===== config.mk =====
export PLATFORM = sky130hd
export DESIGN_NAME = cpa_multiword_seq
export DESIGN_NICKNAME = d
export VERILOG_FILES = /design/src/rtl/cpa_multiword_seq.sv
export SDC_FILE = /design/constraint.sdc
export NUM_CORES = 1
export LEC_CHECK = 0
export CORE_UTILIZATION = 46
export CTS_CLUSTER_DIAMETER = 100
export DETAILED_ROUTE_END_ITERATION = 7
export PLACE_DENSITY_LB_ADDON = 0.3
export SYNTH_ARGS = -nofsm -noshare
export SYNTH_HDL_FRONTEND = slang
export SYNTH_SLANG_ARGS = --single-unit

===== constraint.sdc =====
create_clock -name clk -period 6.7 [get_ports clk]
set_input_delay 1.005 -clock clk [delete_from_list [all_inputs] [get_ports clk]]
set_output_delay 1.005 -clock clk [all_outputs]
set_load 0.02 [all_outputs]

===== src/rtl/cpa_multiword_seq.sv =====
// Sequential wide adder: one SLICE_W-bit slice reused over WORDS words, LSW first.
// Optional subtract mode (port sub) is enabled by defining CPA_SEQ_SUB_EN.
module cpa_multiword_seq #(
  parameter int unsigned SLICE_W = 16,
  parameter int unsigned WORDS   = 4
) (
  input  logic                       clk,
  input  logic                       rst,
  input  logic                       start,
`ifdef CPA_SEQ_SUB_EN
  input  logic                       sub,
`endif
  input  logic [SLICE_W*WORDS-1:0]   a_in,
  input  logic [SLICE_W*WORDS-1:0]   b_in,
  output logic                       busy,
  output logic                       done,
  output logic [SLICE_W*WORDS-1:0]   sum_out,
  output logic                       carry_out
);

  localparam int unsigned W    = SLICE_W * WORDS;
  localparam int unsigned IdxW = $clog2(WORDS);

  typedef enum logic [1:0] {StIdle, StAdd, StDone} state_e;

  state_e            state_q;
  logic [W-1:0]      a_q, b_q, sum_q;
  logic [IdxW-1:0]   idx_q;
  logic              carry_q, carry_out_q, busy_q, done_q;

  logic [SLICE_W-1:0] a_word, b_word, slice_s;
  logic [SLICE_W:0]   slice_full;
  logic               slice_c, accept, last_word, cin_init, sub_in, sub_q;

  assign accept    = start && (state_q == StIdle || state_q == StDone);
  assign last_word = (idx_q == IdxW'(WORDS - 1));

`ifdef CPA_SEQ_SUB_EN
  assign sub_in = sub;
`else
  assign sub_in = 1'b0;
`endif
  // Subtraction is A + ~B + 1, so the word-0 carry-in equals the sub flag.
  assign cin_init = sub_in;

  always_comb begin
    a_word = a_q[idx_q*SLICE_W +: SLICE_W];
    b_word = b_q[idx_q*SLICE_W +: SLICE_W];
    if (sub_q) b_word = ~b_word;
    slice_full = (SLICE_W+1)'(a_word) + (SLICE_W+1)'(b_word) + (SLICE_W+1)'(carry_q);
    slice_s    = slice_full[SLICE_W-1:0];
    slice_c    = slice_full[SLICE_W];
  end

  always_ff @(posedge clk or posedge rst) begin
    if (rst) begin
      state_q     <= StIdle;
      a_q         <= '0;
      b_q         <= '0;
      sum_q       <= '0;
      idx_q       <= '0;
      carry_q     <= 1'b0;
      carry_out_q <= 1'b0;
      busy_q      <= 1'b0;
      done_q      <= 1'b0;
      sub_q       <= 1'b0;
    end else begin
      unique case (state_q)
        StIdle, StDone: begin
          done_q <= 1'b0;
          if (accept) begin
            a_q         <= a_in;
            b_q         <= b_in;
            sub_q       <= sub_in;
            carry_q     <= cin_init;
            idx_q       <= '0;
            carry_out_q <= 1'b0;
            busy_q      <= 1'b1;
            state_q     <= StAdd;
          end else begin
            state_q <= StIdle;
          end
        end
        StAdd: begin
          sum_q[idx_q*SLICE_W +: SLICE_W] <= slice_s;
          carry_q <= slice_c;
          idx_q   <= idx_q + 1'b1;
          if (last_word) begin
            carry_out_q <= slice_c;
            busy_q      <= 1'b0;
            done_q      <= 1'b1;
            state_q     <= StDone;
          end
        end
        default: state_q <= StIdle;
      endcase
    end
  end

  assign busy      = busy_q;
  assign done      = done_q;
  assign sum_out   = sum_q;
  assign carry_out = carry_out_q;

endmodule


==> results.ini <==
[clock_tree]
cts.clk_slew.worst_paths_ns = 0.07
clock_insertion_delay_worst_skew_ns = 0.45
cts_resized = 0
cts_buffer_depth = 2
htree_levels = 4
ctsHoldBuffers = 0
clock_sinks = 200
cts_tree = done
cts_buffers = 17
post_cts.repair.setup_buffers = 0
clock_tree.root_cell = sky130_fd_sc_hd__clkbuf_16

[global_route]
gr-usage-all-layers_pct = 24.1
pin_count_of_the_biggest_net_entering_global_routing = 148
via_count_of_the_first_global_routing_pass = 6957
globalRoute.totalOverflow = 0
first_pass_grt_wire_length_um = 36600
grt_antenna_before_repair = 0

[setup_path]
worst_path_arrival_time_ns = 4.52
crit_path_cell_trace = buf_4 > mux4_2 > fa_1 > fa_1 > a21o_1 > a221oi_2 > o21ai_2 > a21o_1 > a2111oi_4 > a22oi_1
critical_path_peak_fanout = 27
start_kind = register
cpMaxStageDelayCell = sky130_fd_sc_hd__dfrtp_2
critical-path-top-delay-family = compound AO/OA/AOI/OAI gates
worstSetupPathType = reg2reg
endpoint_kind = register
crit_buf_inv = 1
max_stage_delay_ns = 0.63
worst-endpoint-required_ns = 6.99

[sta]
fin_worst_hold_slack_ns = 0.472
max_slew_margin_pct = 29.1
final.setup.worst_slack_ns = 2.47
setup_total_negative_slack_ns = 0
grt_setup_unrepaired = no
final_min_period_over_clock_period_pct = 63.1
final_setup_fails = 0
fmaxAchievable_mhz = 236
slew_viol_final = 0
tightest_slew_ns = 1.06
finClkSkew_ns = 0.00993
final_period_minus_worst_setup_slack_ns = 4.23
finalHoldViolations = 0

[pwr]
switching_share_pct = 44.3
totalPowerFinal_mw = 6.74
combinationalPowerShare_pct = 53.6
power_density_nw_per_um2 = 573
peakVddDrop_mv = 0.396
power_dissipated_by_switching_net_loads_mw = 2.98
power.leakage_nw = 5.60
clock_power_share_pct = 15.4
internal_power_mw = 3.75
seq_power_share_pct = 31.0

[floorplanning]
ios = 198
floorplan.core_area_sq_um = 19000
die_area_sq_um = 20100
fp.dieH_um = 142
num_rows = 50
initial_utilization_pct = 47.4
die_outline_width_um = 142

[layout]
finish.utilization_pct = 62.0
final-instance-count-excl-fill = 1346
n_antenna_cell = 0
drive_gt1_share_pct = 7.27
multi_input_comb_area_sq_um = 3800
fin_area_sq_um = 11800
finish.net_count = 1228
num-fill-cells = 1565
area_growth_syn_to_layout_pct = 30.8
sequential_cell_area_sq_um = 5010

[routing]
dr.first_iter.drc_count = 554
wirelength_um = 23000
drt_drc_violations_left = 0
antenna_left = 0
detail_route.first_pass.iterations = 4
wl_per_cell_um = 17.1
via_per_inst = 5.27
number_of_vias_after_detailed_routing = 7098

[hold_path]
hold_path.class = reg2reg

[placement]
placed_cells = 1315
pre_cts_slack_ns = 2.42
globalplace.congestion = 0.918
io_buffer_count = 197
placed_area_sq_um = 11200
half_perimeter_wire_length_after_detailed_placement_um = 16300

[synth]
syn-mean-instance-area_sq_um = 10.0
ys_dominant_reg_cell = sky130_fd_sc_hd__dfrtp_1
synth.distinct_cells = 45
syn-num-nets = 1052
ys_warn_count = 0
synth-edff-count = 0
post_synthesis_sequential_element_count = 200
synth_area_sq_um = 8990
synth-async-reset-ratio_pct = 100
post_synth_inst_count = 898
seq_area_frac_synth_pct = 55.7

[flow_run]
timing.max_cap.violations = 0

[status]
result_of_the_run = finished clean

==> flip-flops by register name, indices dropped and copies added, names as in the netlist <==
name,flops
a_q,64
b_q,64
sum_out,64
idx_q,2
state_q,2
busy,1
carry_out,1
carry_q,1
done,1
==> power groups by stage <==
stage / Clock, mW / Combinational (mW) / Sequential, mW
finish: 1.03 / 3.61 / 2.09
floorplan: 0 / 2.35 / 2.10
global route: 1.09 / 3.94 / 2.15
global placement: 0 / 3.48 / 2.08
detailed placement: 0 / 3.57 / 2.10
CTS: 1.04 / 3.59 / 2.09
==> cell usage after synthesis, types with 2 or more instances <==
master	n	area, sq um
sky130_fd_sc_hd__clkbuf_1	35	131
sky130_fd_sc_hd__a211oi_1	3	22.5
sky130_fd_sc_hd__and2_1	2	12.5
sky130_fd_sc_hd__o21ai_0	40	200
sky130_fd_sc_hd__nand3_1	5	25.0
sky130_fd_sc_hd__o21bai_1	2	15.0
sky130_fd_sc_hd__nand2_1	429	1610
sky130_fd_sc_hd__nor3_2	3	30.0
sky130_fd_sc_hd__inv_1	6	22.5
sky130_fd_sc_hd__buf_2	6	30.0
sky130_fd_sc_hd__xor2_1	4	35.0
sky130_fd_sc_hd__a21oi_1	14	70.1
sky130_fd_sc_hd__a31oi_1	2	12.5
sky130_fd_sc_hd__nand2b_1	3	18.8
sky130_fd_sc_hd__o21a_1	2	15.0
sky130_fd_sc_hd__ha_1	21	263
sky130_fd_sc_hd__buf_1	3	11.3
sky130_fd_sc_hd__a21o_1	3	22.5
sky130_fd_sc_hd__xnor2_1	9	78.8
sky130_fd_sc_hd__and3_1	5	31.3
sky130_fd_sc_hd__mux4_2	32	721
sky130_fd_sc_hd__nor2_1	5	18.8
sky130_fd_sc_hd__a22o_1	37	324
sky130_fd_sc_hd__nor2b_1	3	18.8
sky130_fd_sc_hd__dfrtp_1	200	5000
sky130_fd_sc_hd__fa_1	2	40.0
sky130_fd_sc_hd__or3_1	4	25.0
==> area by class of cell <==
class	instances	share of cell area [%]
Sequential cell	200	42.6
Multi-Input combinational cell	648	32.4
Timing Repair Buffer	201	17.0
Inverter	6	0.255
Clock buffer	21	4.00
Clock inverter	10	1.01
Tap cell	260	2.77
==> layout by cell type, fill, tap and decap left out, types with 9 or more instances in the layout <==
master,count
sky130_fd_sc_hd__o21ai_0,40
sky130_fd_sc_hd__ha_1,21
sky130_fd_sc_hd__mux4_2,32
sky130_fd_sc_hd__a22o_1,37
sky130_fd_sc_hd__xnor2_1,9
sky130_fd_sc_hd__a21oi_1,14
sky130_fd_sc_hd__clkdlybuf4s50_1,197
sky130_fd_sc_hd__clkbuf_16,17
sky130_fd_sc_hd__dfrtp_1,198
sky130_fd_sc_hd__nand2_1,429
==> worst paths after layout <==
path	cells after the start	end	slack, ns	from
max	10	carry_q$_DFFE_PP0P_	2.47	idx_q[0]$_DFFE_PP0P_
min	2	b_q[39]$_DFFE_PP0P_	0.47	b_q[39]$_DFFE_PP0P_
max reg2reg	10	carry_q$_DFFE_PP0P_	2.47	idx_q[0]$_DFFE_PP0P_
min reg2reg	2	b_q[39]$_DFFE_PP0P_	0.47	b_q[39]$_DFFE_PP0P_
max in group asynchronous	3	idx_q[1]$_DFFE_PP0P_	4.14	rst
min in group asynchronous	2	sum_out[4]$_DFFE_PP0P_	1.11	rst
==> cell families after synthesis <==
family,synth area share [%]
compound gates,8.92
buf+inv,2.17
xor+xnor,1.27
flops,55.7
fa+ha+maj,3.37
simple gates,20.5
mux,8.13
==> per-layer routing <==
layer  GRT usage (%)  up-vias  part of all wire, %
met5               0        -                    0
met4            9.05        0                  2.3
met3            4.15       40                  6.1
met2            37.3      276                   47
met1            34.2     3429                   45
li1                -     3353                    -
==> worst min-delay path: stages (launching register included) <==
cell and delay, ns:
sky130_fd_sc_hd__dfrtp_1 0.34, sky130_fd_sc_hd__nand2_1 0.05, sky130_fd_sc_hd__nand2_1 0.05
Power figures use the tool's default switching activity.
